--- src/rtl/mem_fill_ctrl.sv ---
// Memory fill controller: captures a framed valid/ready stream into a 2**ADDR_W x WIDTH memory.
// Define MEM_FILL_CTRL_READBACK_EN to add the registered rd_addr/rd_data readback port.
module mem_fill_ctrl #(
    parameter int WIDTH     = 32,
    parameter int ADDR_W    = 6,
    parameter int AFULL_LVL = (2**ADDR_W) - 4
) (
    input  logic              clk,
    input  logic              rst,
    input  logic              start,
    input  logic              clear,
    input  logic              in_valid,
    input  logic [WIDTH-1:0]  in_data,
    input  logic              in_last,
    output logic              in_ready,
    output logic              write,
    output logic [ADDR_W-1:0] addr,
    output logic [ADDR_W:0]   count,
    output logic              almost_full,
    output logic              memory_full,
    output logic              stop
`ifdef MEM_FILL_CTRL_READBACK_EN
    ,
    input  logic [ADDR_W-1:0] rd_addr,
    output logic [WIDTH-1:0]  rd_data
`endif
);

    localparam int            DEPTH   = 2**ADDR_W;
    localparam logic [ADDR_W:0] DEPTH_C = (ADDR_W+1)'(DEPTH);
    localparam logic [ADDR_W:0] LAST_C  = (ADDR_W+1)'(DEPTH - 1);
    localparam logic [ADDR_W:0] AFULL_C = (ADDR_W+1)'(AFULL_LVL);

    typedef enum logic [1:0] {IDLE, WRITE, DONE, FULL} state_t;

    state_t            state, state_nxt;
    logic              restart;
    logic [ADDR_W:0]   count_inc;
    logic [WIDTH-1:0]  mem [DEPTH];

    assign count_inc = count + 1'b1;

    always_ff @(posedge clk) begin
        if (rst) state <= IDLE;
        else     state <= state_nxt;
    end

    always_comb begin
        state_nxt = state;
        in_ready  = 1'b0;
        stop      = 1'b0;
        restart   = 1'b0;
        case (state)
            IDLE: begin
                if (start) begin
                    restart   = 1'b1;
                    state_nxt = WRITE;
                end
            end
            WRITE: begin
                in_ready = 1'b1;
                // The last slot wins over in_last so a full buffer always reports FULL
                if (in_valid) begin
                    if (count == LAST_C) state_nxt = FULL;
                    else if (in_last)    state_nxt = DONE;
                end
            end
            DONE, FULL: begin
                stop = 1'b1;
                if (start) begin
                    restart   = 1'b1;
                    state_nxt = WRITE;
                end
            end
            default: state_nxt = IDLE;
        endcase
        // rst and clear outrank the stream, so nothing is accepted in that cycle
        if (clear) begin
            state_nxt = IDLE;
            restart   = 1'b0;
            in_ready  = 1'b0;
        end
        if (rst) in_ready = 1'b0;
    end

    assign write       = in_valid & in_ready;
    assign memory_full = (count == DEPTH_C);

    always_ff @(posedge clk) begin
        if (rst || clear || restart) begin
            addr        <= '0;
            count       <= '0;
            almost_full <= 1'b0;
        end else if (write) begin
            addr        <= addr + 1'b1;
            count       <= count_inc;
            almost_full <= (count_inc >= AFULL_C);
        end
    end

    // No reset on the array: contents survive rst/clear and are undefined at power-up
    always_ff @(posedge clk) begin
        if (write) mem[addr] <= in_data;
    end

`ifdef MEM_FILL_CTRL_READBACK_EN
    always_ff @(posedge clk) begin
        rd_data <= mem[rd_addr];
    end
`endif

endmodule

--- config.mk ---
export PLATFORM = sky130hd
export DESIGN_NAME = mem_fill_ctrl
export DESIGN_NICKNAME = d
export VERILOG_FILES = /design/src/rtl/mem_fill_ctrl.sv
export SDC_FILE = /design/constraint.sdc
export NUM_CORES = 1
export LEC_CHECK = 0
export BUFFER_PORTS_ARGS = -buffer_cell sky130_fd_sc_hd__buf_2
export CORE_UTILIZATION = 37
export DETAILED_ROUTE_END_ITERATION = 10
export PLACE_DENSITY = 0.71
export REMOVE_ABC_BUFFERS = 1
export SLEW_MARGIN = 20
export SYNTH_ARGS = -nofsm -noshare
export SYNTH_HDL_FRONTEND = slang
export SYNTH_SLANG_ARGS = --single-unit
--- constraint.sdc ---
create_clock -name clk -period 1.5 [get_ports clk]
set_clock_uncertainty 0.15 [all_clocks]
set_input_delay 0.3 -clock clk [delete_from_list [all_inputs] [get_ports clk]]
set_output_delay 0.3 -clock clk [all_outputs]
set_load 0.05 [all_outputs]
==> results.py <==
metrics = {
    "run": {
        "maxCapViolCount": 0,
    },
    "sta": {
        "fin_crit_ns": 1.743,
        "slew_viol_final": 0,
        "fin_tns_setup_ns": -0.6194,
        "period_share_pct": 116.2,
        "worst_slew_pin_slew_ns": 0.2921,
        "hold_slack_ns": 0.1646,
        "maxSlewHeadroom_pct": 80.35,
        "rsz0062_at_grt": "true",
        "max_freq_mhz": 573.7,
        "hold_violations": 0,
        "setup_slack_ns": -0.2430,
        "setup_violations": 5,
    },
    "placed_design": {
        "pre_cts_ws_ns": -0.1458,
        "placed_area_mm2": 0.001115,
        "routabilityCongestion": 0.8276,
        "hpwl_mm": 1.734,
        "io_buffers": 23,
    },
    "clocking": {
        "cts_tree": "yes",
        "max-clock-path-buffers": 2,
        "cts_made_buffers": 3,
        "cts.reportedPaths.clkPinSlew_ns": 0.09,
        "clk_latency_ns": 0.29,
        "clkSinkCount": 16,
        "root_buffer": "clkbuf_4",
        "htreeDepth": 1,
    },
    "floorplanning": {
        "ios": 56,
        "initial_core_util_pct": 39.55,
        "die_w_um": 50.86,
        "die-area_mm2": 0.002587,
        "core-area_mm2": 0.002233,
        "die_h_um": 50.86,
        "rows": 17,
    },
    "logic_synthesis": {
        "async_flop_share_pct": 0,
        "syn-cell-area_um2": 883.3,
        "avgSynthCellArea_um2": 8.333,
        "ys_ff_latch": 16,
        "yosys_warnings": 0,
        "synth_cell_type_count": 33,
        "ys.flop_type": "dfxtp_1",
        "yosysSeqAreaShare_pct": 36.26,
        "synth_edf_count": 0,
        "syn_inst": 106,
    },
    "worst_setup_path": {
        "r2r-start": "state[0]$_SDFFE_PP0P_",
        "path_class": "reg -> out",
        "end_kind": "output pin",
        "r2r-end": "addr[5]$_SDFFE_PP0P_",
        "critical_path.startpoint": "count[0]$_SDFFE_PP0P_",
        "worst_setup_path_start_kind": "flop",
        "ff2ff_path_depth": 6,
        "reg2reg_slack_ns": -0.11,
        "critical_path_arrival_ns": 1.29,
        "critPathMaxFanout": 2,
        "worstPathRequired_ns": 1.05,
        "cp-endpoint": "memory_full",
    },
    "global_route": {
        "overflow": 0,
        "antenna_found_initial": 0,
        "grt_max_degree": 13,
        "grtUsageTotal_pct": 19.38,
        "grt_pass1_wl_mm": 3.746,
        "grt_pass1_vias": 892,
    },
    "power_and_ir_drop": {
        "ir_drop_mv": 0.4425,
        "p_switching_mw": 0.1977,
        "p_leak_nw": 0.5096,
        "power_frac_clock_pct": 31.2,
        "power.internal_mw": 0.5579,
        "power_density_mw_per_mm2": 573.4,
        "p_sw_share_pct": 26.16,
        "pwr-share-comb_pct": 12.2,
        "power_mw": 0.7555,
        "seq_power_share_pct": 56.6,
    },
    "detailed_routing": {
        "drc": 0,
        "vias_per_cell": 5.256,
        "postRouteAntennaNets": 0,
        "wl_per_cell_um": 13.89,
        "drt_iter0_drc": 12,
        "wl_mm": 2.444,
        "firstDrtPassIters": 4,
        "vias": 925,
    },
    "run_status": {
        "failed_checks": "setup timing",
        "outcome": "finished, violations left",
    },
    "cells_and_area": {
        "layout-drive-gt1-share_pct": 52.03,
        "area_growth_pct": 49.15,
        "fill_cells": 189,
        "antenna_cells": 0,
        "fin_nets": 191,
        "final_area_mm2": 0.001318,
        "layout_common_cells": "buf_4, buf_2, dfxtp_1",
        "mostFrequentLayoutCell": "buf_4",
    },
    "hold_path": {
        "worstHoldStart": "in_last",
        "hp-class": "in -> reg",
    },
}
-- through the flow --
stage	utilization, %	cells
2_1_floorplan	-	100
3_3_place_gp	49.92	169
3_5_place_dp	49.92	169
4_1_cts	52.89	173
5_1_grt	58.99	176
6_report	58.99	176
-- final cells by class --
| class | count | area (um^2) | area share (%) |
|---|---|---|---|
| Multi-Input combinational cell | 78 | 568.0 | 43.12 |
| Clock buffer | 3 | 22.52 | 1.709 |
| Timing Repair Buffer | 45 | 336.6 | 25.55 |
| Sequential cell | 16 | 332.8 | 25.26 |
| Inverter | 6 | 22.52 | 1.709 |
| Tap cell | 28 | 35.03 | 2.659 |
-- power groups by stage --
stage	Combinational [mW]	Sequential, mW	Clock, mW
2_1_floorplan	0.0305	0.443	0
3_3_place_gp	0.0698	0.439	0
3_5_place_dp	0.0735	0.439	0
4_1_cts	0.0754	0.429	0.235
5_1_grt	0.0976	0.428	0.252
6_report	0.0919	0.428	0.236
-- timing repair --
| item | 4_1_cts | 5_1_grt |
|---|---|---|
| setup buffers | 1 | 3 |
| endpoints found under the setup margin | 11 | 15 |
| pin swaps | 2 | 5 |
| gates resized for setup | 15 | 35 |
| hold endpoints to repair | 0 | 0 |
| hold buffers | 0 | 0 |
-- flip-flops by register name (all words and copies together), names as in the netlist --
register,cells
almost_full,1
addr,6
count,7
state,2
-- per-layer routing --
layer	wire length, um	part of all wire, %	global-route usage, %
met1	1033	42	22.94
met2	1226	50	32.00
met3	123	5.0	2.976
met4	61	2.5	13.43
met5	0	0	0
-- worst min-delay path by stage --
| stage | endpoint | slack (ns) | cells past startpoint |
|---|---|---|---|
| after floorplan | state[1]$_SDFFE_PP0P_ | 0.32 | 2 |
| after global placement | addr[5]$_SDFFE_PP0P_ | 0.31 | 2 |
| after detailed placement | count[1]$_SDFFE_PP0P_ | 0.34 | 2 |
| after CTS | state[1]$_SDFFE_PP0P_ | 0.16 | 3 |
| after global routing | state[1]$_SDFFE_PP0P_ | 0.20 | 3 |
| final | state[1]$_SDFFE_PP0P_ | 0.16 | 3 |
-- worst max-delay path, stage by stage, from the launching register on --
cell       delay [ns]
dfxtp_2          0.33
inv_2            0.06
ha_1             0.15
nand4bb_1        0.12
nor3_2           0.13
buf_4            0.22
-- Yosys cell counts, types with 2 or more instances --
| cell | count | area share (%) |
|---|---|---|
| nor2_1 | 7 | 3.0 |
| nand3_1 | 5 | 2.8 |
| buf_4 | 2 | 1.7 |
| dfxtp_1 | 16 | 36 |
| ha_1 | 3 | 4.2 |
| nand2_1 | 11 | 4.7 |
| nor3_1 | 6 | 3.4 |
| o21ai_0 | 4 | 2.3 |
| a21oi_1 | 7 | 4.0 |
| nor4_1 | 3 | 2.1 |
| inv_1 | 6 | 2.5 |
| nand3b_1 | 2 | 1.7 |
| nand4_1 | 2 | 1.4 |
| nor2_2 | 3 | 2.1 |
| xnor2_1 | 9 | 8.9 |
| buf_6 | 3 | 3.8 |
-- logic make-up after synthesis --
family                     Yosys count  share of synthesized area, %
AOI/OAI and AO/OA                   18                         12.04
xor gates and xnor gates            10                         9.916
adders and majority gates            3                         4.250
buffers and inverters               12                         8.639
DFF                                 16                         36.26
and+or+nand+nor                     47                         28.90
No activity file was read; power rests on OpenSTA's default activity.
